### config.mk
export PLATFORM = sky130hd
export DESIGN_NAME = master_port
export DESIGN_NICKNAME = d
export VERILOG_FILES = /design/src/rtl/master_port.sv
export SDC_FILE = /design/constraint.sdc
export NUM_CORES = 1
export LEC_CHECK = 0
export CAP_MARGIN = 10
export CORE_MARGIN = 5
export CORE_UTILIZATION = 53
export CTS_BUF_LIST = sky130_fd_sc_hd__clkbuf_4
export CTS_CLUSTER_DIAMETER = 40
export DETAILED_ROUTE_END_ITERATION = 8
export PLACE_DENSITY = 0.92
export SLEW_MARGIN = 20
export SYNTH_ARGS = -nofsm -noshare
export SYNTH_HDL_FRONTEND = slang
export SYNTH_SLANG_ARGS = --single-unit
export TNS_END_PERCENT = 100
### constraint.sdc
create_clock -name in_clk -period 2.4 [get_ports in_clk]
set_input_delay 0.48 -clock in_clk [delete_from_list [all_inputs] [get_ports in_clk]]
set_output_delay 0.48 -clock in_clk [all_outputs]
set_load 0.1 [all_outputs]
### src/rtl/master_port.sv
// master_port -- initiator-side serial bus port.
//
// Takes one parallel read/write request from a master, arbitrates for the
// bus, then shifts the address (and write data) out LSB-first on 1-bit
// lanes. For reads, the returned byte is shifted in and presented with a
// one-cycle m_done pulse.
//
// Optional build macro: MASTER_PORT_TIMEOUT_EN. When it is defined, a
// wait-state watchdog aborts the transfer after TIMEOUT_CYCLES stalled
// cycles and pulses m_err. When it is undefined, m_err is tied low.
//
// Ports:
//   in_clk, reset_n          clock (rising edge), async active-low reset
//   m_req_valid/m_ready      master request handshake
//   m_write, m_addr, m_wdata request fields, latched on accept
//   m_rdata, m_done, m_err   read result, completion pulse, timeout pulse
//   bus_req, bus_grant       arbiter request / grant
//   ser_out_valid_ready      valid while transmitting, ready while receiving
//   ser_in_valid_ready       target ready while transmitting, valid while receiving
//   out_addr, ser_wdata      serial address / write-data bits
//   ser_rdata                serial read-data bit
module master_port #(
   parameter int ADDR_W         = 12,
   parameter int DATA_W         = 8,
   parameter int TIMEOUT_CYCLES = 255
) (
   input  logic              in_clk,
   input  logic              reset_n,
   input  logic              m_req_valid,
   input  logic              m_write,
   input  logic [ADDR_W-1:0] m_addr,
   input  logic [DATA_W-1:0] m_wdata,
   output logic              m_ready,
   output logic [DATA_W-1:0] m_rdata,
   output logic              m_done,
   output logic              m_err,
   output logic              bus_req,
   input  logic              bus_grant,
   output logic              ser_out_valid_ready,
   input  logic              ser_in_valid_ready,
   output logic              out_addr,
   output logic              ser_wdata,
   input  logic              ser_rdata
);

   localparam int CNT_W = $clog2(ADDR_W) + 1;
   localparam logic [CNT_W-1:0] CNT_ONE   = CNT_W'(1);
   localparam logic [CNT_W-1:0] P1_LAST   = CNT_W'(ADDR_W - DATA_W - 1);
   localparam logic [CNT_W-1:0] ADDR_LAST = CNT_W'(ADDR_W - 1);
   localparam logic [CNT_W-1:0] DATA_LAST = CNT_W'(DATA_W - 1);

   typedef enum logic [3:0] {
      S_IDLE, S_ARB, S_ADDR_P1, S_ADDR_P2, S_ADDR_DATA,
      S_RD_WAIT, S_RD_DATA, S_WR_WAIT, S_DONE
   } state_t;

   state_t            state_q, state_d;
   logic [ADDR_W-1:0] addr_sh_q, addr_sh_d;
   logic [DATA_W-1:0] data_sh_q, data_sh_d;
   logic [CNT_W-1:0]  count_q, count_d;
   logic              wr_q, wr_d;
   logic              low_seen_q, low_seen_d;
   logic [DATA_W-1:0] m_rdata_q, m_rdata_d;
   logic              beat;

   assign m_ready             = (state_q == S_IDLE);
   assign m_done              = (state_q == S_DONE);
   assign bus_req             = (state_q != S_IDLE) && (state_q != S_DONE);
   assign ser_out_valid_ready = (state_q == S_ADDR_P1) || (state_q == S_ADDR_P2) ||
                                (state_q == S_ADDR_DATA) || (state_q == S_RD_DATA);
   assign out_addr            = addr_sh_q[0];
   assign ser_wdata           = data_sh_q[0];
   assign m_rdata             = m_rdata_q;
   assign beat                = ser_out_valid_ready && ser_in_valid_ready && bus_grant;

`ifdef MASTER_PORT_TIMEOUT_EN
   localparam int TMO_W = $clog2(TIMEOUT_CYCLES + 1);
   localparam logic [TMO_W-1:0] TMO_LAST = TMO_W'(TIMEOUT_CYCLES - 1);
   logic [TMO_W-1:0] tmo_q, tmo_d;
   logic             m_err_q, m_err_d;
   assign m_err = m_err_q;
`else
   // Parameter is kept so instantiations stay identical across builds.
   logic unused_tmo;
   assign unused_tmo = (TIMEOUT_CYCLES > 0);
   assign m_err      = 1'b0;
`endif

   always_comb begin
      state_d    = state_q;
      addr_sh_d  = addr_sh_q;
      data_sh_d  = data_sh_q;
      count_d    = count_q;
      wr_d       = wr_q;
      low_seen_d = low_seen_q;
      m_rdata_d  = m_rdata_q;
      case (state_q)
         S_IDLE: begin
            if (m_req_valid) begin
               addr_sh_d = m_addr;
               // Reads keep the data lane at 0 during the address phase.
               data_sh_d = m_write ? m_wdata : '0;
               wr_d      = m_write;
               count_d   = '0;
               state_d   = S_ARB;
            end
         end
         S_ARB: begin
            if (bus_grant) state_d = S_ADDR_P1;
         end
         S_ADDR_P1: begin
            if (beat) begin
               addr_sh_d = addr_sh_q >> 1;
               count_d   = count_q + CNT_ONE;
               if (count_q == P1_LAST) state_d = wr_q ? S_ADDR_DATA : S_ADDR_P2;
            end
         end
         S_ADDR_P2: begin
            if (beat) begin
               addr_sh_d = addr_sh_q >> 1;
               count_d   = count_q + CNT_ONE;
               if (count_q == ADDR_LAST) state_d = S_RD_WAIT;
            end
         end
         S_ADDR_DATA: begin
            if (beat) begin
               addr_sh_d = addr_sh_q >> 1;
               data_sh_d = data_sh_q >> 1;
               count_d   = count_q + CNT_ONE;
               if (count_q == ADDR_LAST) begin
                  state_d    = S_WR_WAIT;
                  low_seen_d = 1'b0;
               end
            end
         end
         S_RD_WAIT: begin
            if (!ser_in_valid_ready) begin
               state_d = S_RD_DATA;
               count_d = '0;
            end
         end
         S_RD_DATA: begin
            if (beat) begin
               data_sh_d = {ser_rdata, data_sh_q[DATA_W-1:1]};
               count_d   = count_q + CNT_ONE;
               if (count_q == DATA_LAST) begin
                  m_rdata_d = {ser_rdata, data_sh_q[DATA_W-1:1]};
                  data_sh_d = '0;
                  state_d   = S_DONE;
               end
            end
         end
         S_WR_WAIT: begin
            // Completion is a low (busy) followed by a high (done).
            if (!ser_in_valid_ready) low_seen_d = 1'b1;
            else if (low_seen_q)     state_d    = S_DONE;
         end
         S_DONE:  state_d = S_IDLE;
         default: state_d = S_IDLE;
      endcase

`ifdef MASTER_PORT_TIMEOUT_EN
      tmo_d   = '0;
      m_err_d = 1'b0;
      // Counts only while stuck in the same state without progress.
      if (((state_q == S_ARB) || (state_q == S_RD_WAIT) || (state_q == S_WR_WAIT) ||
           (ser_out_valid_ready && !beat)) && (state_d == state_q)) begin
         if (tmo_q == TMO_LAST) begin
            state_d   = S_IDLE;
            m_err_d   = 1'b1;
            addr_sh_d = '0;
            data_sh_d = '0;
            count_d   = '0;
         end else begin
            tmo_d = tmo_q + TMO_W'(1);
         end
      end
`endif
   end

   always_ff @(posedge in_clk or negedge reset_n) begin
      if (!reset_n) begin
         state_q    <= S_IDLE;
         addr_sh_q  <= '0;
         data_sh_q  <= '0;
         count_q    <= '0;
         wr_q       <= 1'b0;
         low_seen_q <= 1'b0;
         m_rdata_q  <= '0;
`ifdef MASTER_PORT_TIMEOUT_EN
         tmo_q      <= '0;
         m_err_q    <= 1'b0;
`endif
      end else begin
         state_q    <= state_d;
         addr_sh_q  <= addr_sh_d;
         data_sh_q  <= data_sh_d;
         count_q    <= count_d;
         wr_q       <= wr_d;
         low_seen_q <= low_seen_d;
         m_rdata_q  <= m_rdata_d;
`ifdef MASTER_PORT_TIMEOUT_EN
         tmo_q      <= tmo_d;
         m_err_q    <= m_err_d;
`endif
      end
   end

endmodule

Word level (Yosys, flattened, before mapping)
Cells that the tools add are included.
{ "op_classes": {"n_addsub": 1, "n_mul": 0, "n_div": 0, "order_cmp": 0, "n_eq_ne": 28, "n_shift": 0, "muxes": 32, "bitwise_logic": 0, "n_reduce_logical": 21} }
{ "op_table": {"columns": ["op", "count"], "rows": [
  ["2-to-1 mux 4 bit", 13],
  ["2-to-1 mux 8 bit", 5],
  ["one-hot mux 4 bit (8 select lines)", 1],
  ["2-to-1 mux 12 bit", 2],
  ["one-hot mux 12 bit (2 select lines)", 1],
  ["one-hot mux 8 bit (3 select lines)", 1],
  ["!= test 2 bit (second input constant)", 10],
  ["== test 4 x 3 -> 1 bit (second input constant)", 4],
  ["2-to-1 mux 5 bit", 3],
  ["one-hot mux 5 bit (3 select lines)", 1],
  ["AND reduction 13 bit", 1],
  ["!= test 2 x 1 -> 1 bit (second input constant)", 6],
  ["AND reduction 4 bit", 3],
  ["== test 4 x 2 -> 1 bit (second input constant)", 2],
  ["AND reduction 3 bit", 2],
  ["nonzero test 3 bit", 2],
  ["adder 5 x 1 -> 5 bit (second input constant)", 1],
  ["== test 5 x 2 -> 1 bit (second input constant)", 1],
  ["== test 5 x 3 -> 1 bit (second input constant)", 1],
  ["== test 5 x 4 -> 1 bit (second input constant)", 1],
  ["== test 4 x 1 -> 1 bit (second input constant)", 1],
  ["== test 4 bit (second input constant)", 1],
  ["zero test 4 bit", 1],
  ["!= test 4 bit (second input constant)", 1],
  ["10 further kinds", 17]
]} }
{ "word_totals": {"register_bits": 39, "latch_bits": 0, "mem_bits_rw": 0, "mem_bits_ro": 0, "in_bits": 27, "out_inout_bits": 15, "memories": 0} }

Longest topological paths before layout
Gate-level depths: netlist (run 1).
{ "depth": {"word_depth": 8, "ltp_mapped": 8, "mapped_depth_nobuf": 6} }

Least setup slack after synthesis (run 1)
No wires, ideal clock.
{ "synth_path": {"kind": "register to register", "startpoint": "register state_q[2]", "endpoint": "register wr_q", "setup_ns": 0.125, "arrival_ns": 4.166, "required_ns": 2.275, "slack_ns": -1.890, "path_stages_with_launch": 6, "n_path_buf": 2, "cell_sequence": "dfrtp_1 -> buf_4 -> clkbuf_8 -> nor4_1 -> nand2_1 -> mux2_2"} }
{ "synth_between": {"elab_chain_len": 2} }
{ "synth_lines": {"columns": ["element", "line", "text"], "rows": [
  ["start: declaration", "57", "state_t state_q, state_d;"],
  ["start signal: assignment", "195", "state_q <= state_d;"],
  ["zero test 4 bit", null, null],
  ["via m_ready", "33", "output logic m_ready,"],
  ["AND reduction 2 bit (no source line)", null, null],
  ["end signal: assignment", "199", "wr_q <= wr_d;"],
  ["end: declaration", "61", "logic wr_q, wr_d;"]
]} }
The timed path passes the listed nets, and every way through them passes these cells.
A chain may end at the register's enable or synchronous reset.

Worst setup path in the final report (run 1)
{ "layout_path": {"startpoint": "register state_q[2]", "endpoint": "output port ser_out_valid_ready"} }
{ "layout_between": {"elab_chain_len": 4, "elab_cells_between_ends": 7, "cone_classes": "eq/ne (4); reduce/logical (3)"} }
{ "layout_lines": {"columns": ["element", "line", "text"], "rows": [
  ["== test 4 x 2 -> 1 bit", "69", "assign ser_out_valid_ready = (state_q == S_ADDR_P1) || (state_q == S_ADDR_P2) ||"],
  ["logical OR 1 bit (2 in series)", "69", null],
  ["logical OR 1 bit (*)", "70", "(state_q == S_ADDR_DATA) || (state_q == S_RD_DATA);"],
  ["end: declaration", "39", "output logic ser_out_valid_ready,"]
]} }
Mark *: on every way between the ends. The rest lies on a longest branch, timed or not.

==> flow_summary.yaml, run 1 <==
route:
  post-route-drc-count: 0
  dr.first_iter.drc_count: 98
  wl_um: 4477
  vias: 1721
  first_pass_detailed_route_iteration_total: 4
  detail_route.vias_per_cell: 5.775
  wire_per_inst_um: 15.02
  antenna_violating_nets_post_route: 0
worst_setup_path:
  worst-r2r-setup-slack_ns: 0.41
  worst_ep_required_time_ns: 1.92
  critical-path-max-stage-delay_ns: 0.64
  timing.critical_path.slowest_stage_cell: "dfrtp_1"
  reg2reg_to: "state_q[2]"
  worst_r2r_startpoint: "count_q[0]"
  cp.arrival_ns: 1.78
  crit_buf_inv: 2
  setup.worst_path.end_class: "output port"
  startpoint_type: "register"
  r2r.worst_path.cells: 6
  setup.worst_path.class: "register to output port"
  critical-path-top-delay-family: "flip-flops"
  crit_fanout: 15
  cell_chain_critical_path: "buf_4, nand2b_4, a21oi_2, buf_12"
sta:
  final-hold-violation-count: 0
  finClkSkew_ns: 0.01092
  timing.final.max_slew_violations: 0
  worstMarginPinSlew_ns: 0.8497
  finalCritPeriodShare: 0.9403
  achievable-frequency_mhz: 443.1
  rsz0062_at_grt: "false"
  setup-violations-final: 0
  timing.slew.headroom: 0.4336
  finalSetupTns_ns: 0
  final_period_minus_worst_setup_slack_ns: 2.257
global_route:
  grt_first_pass_wirelength_um: 7866
  grt_pass1_vias: 1703
  grt_overflow: 0
  grt_antenna_before_repair: 0
  grt_start_max_net_pins: 40
  grt_use_total: 0.1868
placement:
  dp_cells: 291
  dp.final_hpwl_um: 3375
  place_congestion: 0.9144
  port_buffers: 40
clock_tree:
  post_cts_resized: 0
  cts_htree_levels: 2
  postCtsSetupRepairBufs: 0
  number_of_buffers_added_by_the_clock_tree_synthesis_step: 5
  clock_path_buffers: 2
  tritoncts_num_sinks: 39
  clk_pin_slew_worst_paths_ns: 0.11
  root_buffer: "clkbuf_4"
  worstSkewPairLatency_ns: 0.34
  cts_tree: "yes"
  cts_hold_buf: 0
cells_and_area:
  area.growth.synth_to_final_pct: 23.26
  commonest_cells_after_routing_fill_and_taps_aside: "dfrtp_1, clkdlybuf4s50_1, nor2_1"
  finalNonFillerCells: 298
  final_layout_size_suffix_gt1_frac: 0.2258
  layout_commonest_cell: "dfrtp_1"
  final_core_utilization: 0.6642
  design.final.nets: 276
  diodes: 0
synth:
  synth.largest_area_cell: "dfrtp_1"
  area_share_of_the_largest_cell_type_after_synthesis: 0.4594
  seq_area_frac_synth: 0.4594
  synth-edff-count: 0
  postSynth.asyncResetShare: 1.000
  syn-mean-instance-area_um2: 10.31
  synthesis.yosys.warnings: 0
  ys_ff_latch: 39
  netlist_instances: 206
  synth_area_um2: 2125
  synth.distinct_cells: 52
  synth_top_flop_cell: "dfrtp_1"
  mappedNetlistNets: 234
  synthTopCellsByArea: "dfrtp_1, mux2i_1, mux2_2"
outcome:
  outcome: "finished, final reports clean"
die:
  initial_utilization: 0.5389
  die_height_um: 73.32
  core_region_area_um2: 3943
  io_pins: 42
  num_rows: 23
  die_x_um: 73.32
  dieArea_um2: 5375
pwr:
  power.density_nw_per_um2: 1200
  ir_worst_vdd_uv: 616.2
  power.leakage_nw: 1.136
  power.total_mw: 3.143
flow_run:
  max_cap_violations: 0
min_path:
  worstHoldPathType: "primary input to asynchronous set/reset pin"
[cells in the mapped netlist (2+ instances only)]
| cell | count |
|---|---|
| buf_6 | 2 |
| buf_2 | 2 |
| clkbuf_1 | 2 |
| nand2_1 | 13 |
| a32oi_1 | 2 |
| a21oi_1 | 16 |
| o21a_1 | 2 |
| inv_1 | 4 |
| nor2_1 | 22 |
| nand3_1 | 6 |
| clkbuf_8 | 4 |
| buf_4 | 3 |
| o21ai_0 | 16 |
| o21ai_1 | 2 |
| a22oi_1 | 7 |
| dfrtp_1 | 39 |
| xor2_1 | 2 |
| nand2b_1 | 3 |
| mux2_2 | 9 |
| or3_1 | 4 |
| mux2i_1 | 12 |
| nand2b_4 | 2 |
| nand3b_1 | 3 |
[per-stage QoR]
stage | hold slack (ns) | cell area (µm²) | worst slack (ns)
floorplan | 0.1844 | 2156 | 0.07907
global placement | 0.4708 | 2571 | 0.1503
detailed placement | 0.4937 | 2571 | 0.07768
CTS | 0.2589 | 2618 | 0.05362
global route | 0.2913 | 2619 | 0.06250
finish | 0.2338 | 2619 | 0.1432
[metal layers]
metal / GRT usage / routed length (µm) / vias to the layer above
met5: 0 / 0 / -
met4: 0.08048 / 80 / 0
met3: 0.05335 / 344 / 13
met2: 0.2979 / 2185 / 67
met1: 0.2374 / 1866 / 808
li1: - / - / 833
[how the worst max path moves through the flow]
stage | endpoint | startpoint | cells past startpoint
floorplan | state_q[2] | state_q[0] | 6
global placement | state_q[1] | ser_in_valid_ready | 6
detailed placement | state_q[2] | ser_in_valid_ready | 6
CTS | m_done | state_q[1] | 4
global route | ser_out_valid_ready | state_q[2] | 4
finish | ser_out_valid_ready | state_q[2] | 4
[logic make-up after synthesis]
group	after synthesis	share of synthesized area
xor+xnor	2	0.008247
other cells	1	0.001765
simple gates	65	0.1679
compound gates	60	0.1902
flops	39	0.4594
fa+ha+maj	1	0.005888
buf+inv	17	0.06242
mux	21	0.1042
[worst reg2reg max path: cells and delay by family (launching register included)]
kind / cells / cell delay (ns)
adders and majority gates: 1 / 0.26
AOI/OAI and AO/OA: 3 / 0.90
DFF: 1 / 0.40
and+or+nand+nor: 2 / 0.37
[power by group]
part	internal [mW]	leakage, nW	switching, mW
Sequential	0.865	0.487	0.215
Combinational	0.726	0.621	1.04
Clock	0.104	0.0285	0.198
[area by class of cell]
type	count	area (µm²)
Fill cell	294	1324
Multi-Input combinational cell	150	1047
Sequential cell	39	977.2
Timing Repair Buffer	48	470.5
Tap cell	50	62.56
Clock buffer	5	37.54
Inverter	4	15.01
Clock inverter	2	8.758
[flip-flops by register name (all words and copies together), names as in the netlist]
name and flops:
wr_q 1, m_rdata 8, low_seen_q 1, count_q 5, state_q 4, data_sh_q 8
addr_sh_q 12
No activity file was read; power rests on OpenSTA's default activity.
==> inputs of run 2 (changes only) <==
--- a/config.mk
+++ b/config.mk
@@ -9,3 +9,3 @@
 export CORE_MARGIN = 5
-export CORE_UTILIZATION = 53
+export CORE_UTILIZATION = 54
 export CTS_BUF_LIST = sky130_fd_sc_hd__clkbuf_4
@@ -13,3 +13,4 @@
 export DETAILED_ROUTE_END_ITERATION = 8
-export PLACE_DENSITY = 0.92
+export MAX_ROUTING_LAYER = met4
+export PLACE_DENSITY = 0.93
 export SLEW_MARGIN = 20
==> constraint.sdc (replaced) <==
create_clock -name in_clk -period 2.6 [get_ports in_clk]
set_input_delay 0.52 -clock in_clk [delete_from_list [all_inputs] [get_ports in_clk]]
set_output_delay 0.52 -clock in_clk [all_outputs]
set_load 0.02 [all_outputs]
==> flow_summary.yaml, run 2 (same netlist as run 1, synthesis figures left out) <==
pwr:
  ir_worst_vdd_uv: 733.2
  power.leakage_nw: 1.090
  power.total_mw: 2.589
  power.density_nw_per_um2: 1007
sta:
  timing.slew.headroom: 0.4392
  finalCritPeriodShare: 0.9517
  timing.final.max_slew_violations: 0
  finalSetupTns_ns: 0
  hold-worst-slack_ns: 0.2698
  rsz0062_at_grt: "false"
  worstMarginPinSlew_ns: 0.8412
  final-hold-violation-count: 0
  setup-violations-final: 0
  final_period_minus_worst_setup_slack_ns: 2.475
  achievable-frequency_mhz: 404.1
  finClkSkew_ns: 0.01293
flow_run:
  max_cap_violations: 0
worst_setup_path:
  startpoint_type: "register"
  worst_ep_required_time_ns: 2.08
  crit_fanout: 13
  setup.worst_path.end_class: "output port"
  setup.worst_path.class: "register to output port"
  cp.arrival_ns: 1.95
global_route:
  grt_use_total: 0.1928
  grt_pass1_vias: 1674
  top_usage_layer: "met2"
  grt_start_max_net_pins: 40
  met1_usage: 0.2471
  grt_first_pass_wirelength_um: 7734
  grt_overflow: 0
  grt_antenna_before_repair: 0
  grtUsageMet3: 0.05647
  groute.layer.met2.usage: 0.2936
die:
  num_rows: 22
  core_region_area_um2: 3744
  dieArea_um2: 5289
  die_x_um: 72.73
  initial_utilization: 0.5675
  die_height_um: 72.73
  io_pins: 42
placement:
  place_congestion: 0.8812
  placed_cell_area_um2: 2500
  dp.final_hpwl_um: 3302
  port_buffers: 40
clock_tree:
  cts_htree_levels: 2
  tritoncts_num_sinks: 39
  cts_tree: "yes"
  number_of_buffers_added_by_the_clock_tree_synthesis_step: 5
  worstSkewPairLatency_ns: 0.35
  clock_path_buffers: 2
  root_buffer: "clkbuf_4"
  clk_pin_slew_worst_paths_ns: 0.11
route:
  wl_um: 4460
  first_pass_detailed_route_iteration_total: 4
  detail_route.vias_per_cell: 5.794
  vias: 1715
  antenna_violating_nets_post_route: 0
  post-route-drc-count: 0
  dr.first_iter.drc_count: 135
  wire_per_inst_um: 15.07
cells_and_area:
  design.final.nets: 275
  final_layout_size_suffix_gt1_frac: 0.1532
  max_flop_register: "addr_sh_q"
  area.growth.synth_to_final_pct: 20.97
  finalInstanceArea_um2: 2570
  final_core_utilization: 0.6865
  diodes: 0
  layout_commonest_cell: "clkdlybuf4s50_1"
  largest_reg_flops: 12
  commonest_cells_after_routing_fill_and_taps_aside: "clkdlybuf4s50_1, dfrtp_1, nor2_1"
outcome:
  outcome: "finished, final reports clean"
min_path:
  worstHoldPathType: "primary input to asynchronous set/reset pin"
==> run 2: worst max-delay path, cell delays in order (launching register included) <==
cell and delay, ns:
dfrtp_2 0.51, or3_1 0.41, nor2_1 0.09, clkdlybuf4s50_1 0.60
==> run 2: final timing paths <==
check,from,endpoint,slack [ns],cells past startpoint
hold / removal,reset_n,data_sh_q[7],0.27,1
setup reg to reg,state_q[1],addr_sh_q[5],0.56,6
min in group in_clk,m_rdata[6],m_rdata[6],0.52,1
max in group asynchronous,reset_n,state_q[2],1.76,1
setup / recovery,state_q[2],m_done,0.13,3
hold reg to reg,m_rdata[6],m_rdata[6],0.52,1
==> run 2: metrics by stage <==
stage	setup WS, ns	cells
4_1_cts	0.06364	294
3_3_place_gp	0.2927	286
5_1_grt	0.001351	296
3_5_place_dp	0.1805	286
6_report	0.1255	296
2_1_floorplan	0.6225	206
==> run 2: report_power, final <==
group / internal, mW / leakage [nW] / switching [mW]
registers: 0.800 / 0.486 / 0.196
clock network: 0.111 / 0.0307 / 0.190
logic: 0.599 / 0.573 / 0.693
total: 1.51 / 1.09 / 1.08
==> run 2: metal layers <==
layer / part of all wire / routed length, µm
met3: 0.067 / 301
met1: 0.45 / 2011
met4: 0.014 / 63
met2: 0.47 / 2083
met5: 0 / 0
==> run 2: what timing repair did <==
action                                  CTS  global route
setup buffers                             0             2
gates resized for setup                   1             1
pin swaps                                 0             0
hold buffers                              0             0
hold endpoints to repair                  0             0
endpoints found under the setup margin    2             3
==> run 2: final cells by class <==
class	instances	area (µm²)
Sequential cell	39	978.4
Tap cell	48	60.06
Clock inverter	2	7.507
Inverter	4	15.01
Clock buffer	6	45.04
Timing Repair Buffer	47	447.9
Multi-Input combinational cell	150	1016
Fill cell	299	1174
